`src/rtl/trig_rst_sequencer_if.sv`:
```
// Bundle between the trigger/reset sequencer and its environment.
// The trigger comes in on this bundle, and the staged resets and status signals go out on it.
interface trig_rst_sequencer_if #(
  parameter int STAGES = 3
);
  logic              TrigIn;
  logic [STAGES-1:0] RstOut;
  logic              Ready;
  logic              LedStat;

  modport master (
    output TrigIn,
    input  RstOut,
    input  Ready,
    input  LedStat
  );

  modport slave (
    input  TrigIn,
    output RstOut,
    output Ready,
    output LedStat
  );
endinterface

```
`src/rtl/trig_rst_sequencer.sv`:
```
// Synchronises and width-qualifies an active-low trigger.
// It then releases STAGES active-low resets one after another, and runs a heartbeat LED once all are out.
module trig_rst_sequencer #(
  parameter int MIN_LOW   = 4,
  parameter int STAGES    = 3,
  parameter int STAGE_DLY = 50000,
  parameter int LED_DIV   = 25000000
) (
  input logic                  CLK,
  input logic                  RstBtn,
  trig_rst_sequencer_if.slave  bus
);

  typedef enum logic [1:0] {
    WAIT_TRIG = 2'd0,
    ARMED     = 2'd1,
    RELEASE   = 2'd2,
    RUN       = 2'd3
  } state_t;

  localparam logic [31:0] MIN_LOW_C = 32'(MIN_LOW);
  localparam logic [31:0] DLY_TC    = 32'(STAGE_DLY - 1);
  localparam logic [31:0] LED_TC    = 32'(LED_DIV - 1);
  localparam logic [2:0]  LAST_IDX  = 3'(STAGES - 1);

  function automatic logic [STAGES-1:0] stage_mask(input logic [2:0] idx);
    logic [STAGES-1:0] m;
    for (int k = 0; k < STAGES; k++) begin
      m[k] = (idx == 3'(k));
    end
    return m;
  endfunction

  state_t            state_r, state_nxt;
  logic [1:0]        sync_r;
  logic [31:0]       low_cnt_r;
  logic [31:0]       dly_r, dly_nxt;
  logic [31:0]       led_cnt_r, led_cnt_nxt;
  logic [2:0]        idx_r, idx_nxt;
  logic [STAGES-1:0] rst_out_r, rst_out_nxt;
  logic              ready_r, ready_nxt;
  logic              led_r, led_nxt;
  logic              trs_s;
  logic              vlow_s;

  assign trs_s  = sync_r[1];
  assign vlow_s = (low_cnt_r == MIN_LOW_C);

  // Two-flop synchroniser for the asynchronous trigger pin, idling high
  always_ff @(posedge CLK or negedge RstBtn) begin
    if (!RstBtn) begin
      sync_r <= 2'b11;
    end else begin
      sync_r <= {sync_r[0], bus.TrigIn};
    end
  end

  // Width qualifier: saturating count of consecutive synchronised-low cycles
  always_ff @(posedge CLK or negedge RstBtn) begin
    if (!RstBtn) begin
      low_cnt_r <= 32'd0;
    end else if (trs_s) begin
      low_cnt_r <= 32'd0;
    end else if (low_cnt_r == MIN_LOW_C) begin
      low_cnt_r <= low_cnt_r;
    end else begin
      low_cnt_r <= low_cnt_r + 32'd1;
    end
  end

  // Sequencer state, counters and registered outputs
  always_ff @(posedge CLK or negedge RstBtn) begin
    if (!RstBtn) begin
      state_r   <= WAIT_TRIG;
      dly_r     <= 32'd0;
      led_cnt_r <= 32'd0;
      idx_r     <= 3'd0;
      rst_out_r <= {STAGES{1'b0}};
      ready_r   <= 1'b0;
      led_r     <= 1'b0;
    end else begin
      state_r   <= state_nxt;
      dly_r     <= dly_nxt;
      led_cnt_r <= led_cnt_nxt;
      idx_r     <= idx_nxt;
      rst_out_r <= rst_out_nxt;
      ready_r   <= ready_nxt;
      led_r     <= led_nxt;
    end
  end

  // Next-state and next-output logic; a qualified low while sequencing or running re-arms
  always_comb begin
    state_nxt   = state_r;
    dly_nxt     = dly_r;
    led_cnt_nxt = led_cnt_r;
    idx_nxt     = idx_r;
    rst_out_nxt = rst_out_r;
    ready_nxt   = ready_r;
    led_nxt     = led_r;
    if (vlow_s && ((state_r == RELEASE) || (state_r == RUN))) begin
      state_nxt   = ARMED;
      dly_nxt     = 32'd0;
      led_cnt_nxt = 32'd0;
      idx_nxt     = 3'd0;
      rst_out_nxt = {STAGES{1'b0}};
      ready_nxt   = 1'b0;
      led_nxt     = 1'b0;
    end else begin
      case (state_r)
        WAIT_TRIG: begin
          rst_out_nxt = {STAGES{1'b0}};
          ready_nxt   = 1'b0;
          led_nxt     = 1'b0;
          if (vlow_s) begin
            state_nxt = ARMED;
          end else begin
            state_nxt = WAIT_TRIG;
          end
        end
        ARMED: begin
          rst_out_nxt = {STAGES{1'b0}};
          ready_nxt   = 1'b0;
          led_nxt     = 1'b0;
          if (trs_s) begin
            state_nxt = RELEASE;
            dly_nxt   = 32'd0;
            idx_nxt   = 3'd0;
          end else begin
            state_nxt = ARMED;
          end
        end
        RELEASE: begin
          if (dly_r == DLY_TC) begin
            rst_out_nxt = rst_out_r | stage_mask(idx_r);
            dly_nxt     = 32'd0;
            idx_nxt     = idx_r + 3'd1;
            if (idx_r == LAST_IDX) begin
              state_nxt = RUN;
              ready_nxt = 1'b1;
            end else begin
              state_nxt = RELEASE;
            end
          end else begin
            dly_nxt = dly_r + 32'd1;
          end
        end
        RUN: begin
          ready_nxt = 1'b1;
          if (led_cnt_r == LED_TC) begin
            led_cnt_nxt = 32'd0;
            led_nxt     = ~led_r;
          end else begin
            led_cnt_nxt = led_cnt_r + 32'd1;
          end
        end
        default: begin
          state_nxt   = WAIT_TRIG;
          dly_nxt     = 32'd0;
          led_cnt_nxt = 32'd0;
          idx_nxt     = 3'd0;
          rst_out_nxt = {STAGES{1'b0}};
          ready_nxt   = 1'b0;
          led_nxt     = 1'b0;
        end
      endcase
    end
  end

  assign bus.RstOut  = rst_out_r;
  assign bus.Ready   = ready_r;
  assign bus.LedStat = led_r;

endmodule
```
`src/flat_wrapper.sv`:
```
// flat-port wrapper written by rule: the top's interface ports become plain ports
module trig_rst_sequencer_flat 
#(
  parameter int MIN_LOW   = 4,
  parameter int STAGES    = 3,
  parameter int STAGE_DLY = 50000,
  parameter int LED_DIV   = 25000000
)
  (CLK, RstBtn, bus_TrigIn, bus_RstOut, bus_Ready, bus_LedStat);
  trig_rst_sequencer_if #(.STAGES(STAGES)) bus_i ();
  input logic CLK;
  input logic RstBtn;
  input wire logic [$bits(bus_i.TrigIn)-1:0] bus_TrigIn;
  output wire logic [$bits(bus_i.RstOut)-1:0] bus_RstOut;
  output wire logic [$bits(bus_i.Ready)-1:0] bus_Ready;
  output wire logic [$bits(bus_i.LedStat)-1:0] bus_LedStat;
  assign bus_i.TrigIn = bus_TrigIn;
  assign bus_RstOut = bus_i.RstOut;
  assign bus_Ready = bus_i.Ready;
  assign bus_LedStat = bus_i.LedStat;
  trig_rst_sequencer #(.MIN_LOW(MIN_LOW), .STAGES(STAGES), .STAGE_DLY(STAGE_DLY), .LED_DIV(LED_DIV)) u_core (.CLK(CLK), .RstBtn(RstBtn), .bus(bus_i));
endmodule
```
`config.mk`:
```
export PLATFORM = sky130hd
export DESIGN_NAME = trig_rst_sequencer_flat
export DESIGN_NICKNAME = d
export VERILOG_FILES = /design/src/rtl/trig_rst_sequencer_if.sv /design/src/rtl/trig_rst_sequencer.sv /design/src/flat_wrapper.sv
export SDC_FILE = /design/constraint.sdc
export NUM_CORES = 1
export LEC_CHECK = 0
export BUFFER_PORTS_ARGS = -buffer_cell sky130_fd_sc_hd__buf_4
export CORE_MARGIN = 8
export CORE_UTILIZATION = 60
export CTS_CLUSTER_DIAMETER = 200
export CTS_CLUSTER_SIZE = 8
export DETAILED_ROUTE_END_ITERATION = 8
export PLACE_DENSITY = 0.84
export SYNTH_ARGS = -nofsm -noshare
export SYNTH_HDL_FRONTEND = slang
export SYNTH_SLANG_ARGS = --single-unit
```
`constraint.sdc`:
```
create_clock -name CLK -period 6.52 [get_ports CLK]
set_clock_uncertainty 0.2 [all_clocks]
set_input_delay 0.652 -clock CLK [delete_from_list [all_inputs] [get_ports CLK]]
set_output_delay 0.652 -clock CLK [all_outputs]
set_load 0.01 [all_outputs]
```
==> results.sh <==
export IMPL_status="finished, final reports clean"
export IMPL_synth_xor_area_share_pct=8.10
export IMPL_cp_end_kind="flip-flop"
export IMPL_layout_commonest_cell="dfrtp_1"
export IMPL_dieArea_um2=13300
export IMPL_worst_slew_pin_slew_ns=0.949
export IMPL_synthAdderAreaFrac_pct=2.53
export IMPL_place_congestion=0.905
export IMPL_ctsLongestPathBuffers=2
export IMPL_cts_htree_levels=3
export IMPL_die_h_um=116
export IMPL_port_buffers=7
export IMPL_dp_hpwl_um=8920
export IMPL_final_cell_count_no_fill=795
export IMPL_synth_area_per_cell_um2=9.01
export IMPL_cp_buffers_inverters=1
export IMPL_antenna_found_initial=0
export IMPL_synth_area_um2=5940
export IMPL_firstDrtPassIters=5
export IMPL_clk_pin_slew_ns=0.11
export IMPL_wirelength_um=13100
export IMPL_avgViaCountPerCell=6.27
export IMPL_cts_num_sinks=108
export IMPL_synthToLayoutAreaGrowth_pct=6.25
export IMPL_num_io_pins=8
export IMPL_irDropWorstVdd_uv=177
export IMPL_fin_ws_ns=3.11
export IMPL_core_um2=9680
export IMPL_rows=36
export IMPL_place_worst_setup_slack_ns=3.19
export IMPL_grt_pass1_vias=4894
export IMPL_post_route_period_util_pct=52.3
export IMPL_crit_path_max_incr_delay_ns=0.70
export IMPL_drc=0
export IMPL_postCtsSetupRepairBufs=0
export IMPL_cp_start_kind="flip-flop"
export IMPL_cts_root_buffer="clkbuf_8"
export IMPL_rr_worst_depth=8
export IMPL_route_vias_total=4982
export IMPL_cp_slowest_cell="or4_1"
export IMPL_crit_chain="inv_1 > ha_1 > nor4bb_1 > nand4_1 > o211ai_2 > nand2_1 > or4_1 > o21ai_0"
export IMPL_layout_common_cells="dfrtp_1 (106), nor2_1 (77), o21ai_0 (53), nand2_1 (45), xor2_1 (37)"
export IMPL_min_path_type="primary input to async pin"
export IMPL_worstPathArrival_ns=3.54
export IMPL_start_util_pct=61.4
export IMPL_period_needed_ns=3.41
export IMPL_final_util_pct=65.2
export IMPL_p_leak_nw=2.67
export IMPL_fmax_mhz=293
export IMPL_n_antenna_cell=0
export IMPL_layout_drive_gt1_share_pct=6.80
export IMPL_nFillCells=785
export IMPL_synth_edf_count=0
export IMPL_die_w_um=116
export IMPL_crit_required_ns=6.65
export IMPL_fin_tns_setup_ns=0
export IMPL_yosys_warnings=0
export IMPL_seq_area_um2=2710
export IMPL_drv_slew=0
export IMPL_ys_seq_area_share_pct=45.5
export IMPL_grt_use_total_pct=20.9
export IMPL_synth_fp_nets=675
export IMPL_slew_headroom_pct=36.6
export IMPL_worstSkewPairLatency_ns=0.40
export IMPL_synth_main_ff_cell="dfrtp_1"
export IMPL_yosysUniqueCellTypes=56
export IMPL_synth_cells=660
export IMPL_crit_type="flip-flop to flip-flop"
export IMPL_synth_compound_area_share_pct=11.3
export IMPL_path_delay_family="simple AND/OR/NAND/NOR gates"
export IMPL_globalRouteOverflowTotal=0
export IMPL_multi_input_area_um2=3050
export IMPL_cts_tree="built"
export IMPL_synthArstFlopShare_pct=100
export IMPL_synth_mux_area_fraction_pct=0.168
export IMPL_cts_resized=0
export IMPL_path_depth=8
export IMPL_finalNetCount=672
export IMPL_setup_viol=0
export IMPL_synth_seq_cells=108
export IMPL_grt_max_degree=59
export IMPL_first_iter_violations=512
export IMPL_routedWlPerCell_um=16.5
export IMPL_cp_max_fo=31
export IMPL_cts_hold_buf=0
export IMPL_grt_pass1_wl_um=22400
export IMPL_cts_buffers=9
export IMPL_power_density_nw_per_um2=183
export IMPL_hold_viol_final=0
export IMPL_rsz0062_at_grt="no"
export IMPL_cap_violations=0
export IMPL_synthSimpleGateAreaFrac_pct=29.0
export IMPL_synth_top_family_by_area="simple AND/OR/NAND/NOR gates"
export IMPL_ant_nets=0
export IMPL_dp_cells=779
per-layer routing:
metal	part of all wire, %	GRT usage, %	vias to the layer above
li1	-	-	2372
met5	0	0	-
met1	43	25.1	2428
met2	50	35.0	161
met3	5.2	4.17	21
met4	1.8	10.4	0
metrics by stage:
step / total power (W) / hold WS (ns) / area [um2]
after floorplan: 0.000720 / 0.145 / 5940
after global placement: 0.000740 / 0.147 / 6110
after detailed placement: 0.000742 / 0.147 / 6110
after CTS: 0.00117 / 0.120 / 6320
after global routing: 0.00120 / 0.128 / 6320
final: 0.00116 / 0.105 / 6320
cell usage after synthesis, drive strengths merged (5+ instances only):
master  number  area share (%)
a211oi       5            0.63
a21oi       20             1.7
and2         5            0.53
and3        27             2.8
and4        10             1.5
buf          5            0.42
clkbuf      22             1.4
dfrtp      106              45
ha          12             2.5
inv         25             1.6
nand2       47             3.1
nand3       36             3.0
nand4       30             3.2
nor2        78             5.0
nor3        22             2.0
nor4        27             2.8
nor4b        6            0.99
o21ai       54             4.5
o31ai        6            0.76
o41ai        5            0.86
or3         15             1.6
or4          5            0.72
xnor2       18             2.7
xor2        37             5.5
cell type report:
cell class	instances	area share (%)
Tap cell	133	2.63
Clock inverter	7	1.29
Inverter	25	1.49
Multi-Input combinational cell	500	48.3
Timing Repair Buffer	13	1.55
Clock buffer	9	1.96
Sequential cell	108	42.8
registers in the layout (all words and copies together) (netlist names), 2 cells and up:
name and flops:
u_core.sync_r 2, u_core.dly_r 32, u_core.state_r 2, u_core.bus.RstOut 3
u_core.led_cnt_r 32, u_core.low_cnt_r 32, u_core.idx_r 3
worst register-to-register path: stages, from the launching register on:
cell and delay, ns:
dfrtp_1 0.43, inv_1 0.11, ha_1 0.15, nor4bb_1 0.29, nand4_1 0.36, o211ai_2 0.40
nand2_1 0.62, or4_1 0.71, o21ai_0 0.08
report_power, final:
part / total [W] / internal, W / switching, W
Sequential: 0.000682 / 0.000674 / 0.00000812
Combinational: 0.0000468 / 0.0000124 / 0.0000344
Clock: 0.000428 / 0.000183 / 0.000245
Total: 0.00116 / 0.000870 / 0.000287
cells by family after synthesis:
logic type	count (synthesis)
xor gates and xnor gates	55
buffers and inverters	52
AOI/OAI and AO/OA	110
adders and majority gates	12
DFF	108
muxes	1
and+or+nand+nor	322
final timing paths:
kind / slack, ns / end / start
setup / recovery: 3.11 / u_core.idx_r[0] / u_core.low_cnt_r[0]
max in group asynchronous: 4.90 / u_core.led_cnt_r[21] / RstBtn
hold reg to reg: 0.16 / u_core.sync_r[1] / u_core.sync_r[0]
min in group CLK: 0.15 / u_core.sync_r[0] / bus_TrigIn
setup reg to reg: 3.11 / u_core.idx_r[0] / u_core.low_cnt_r[0]
hold / removal: 0.11 / u_core.idx_r[2] / RstBtn
No activity file was read; power rests on OpenSTA's default activity.
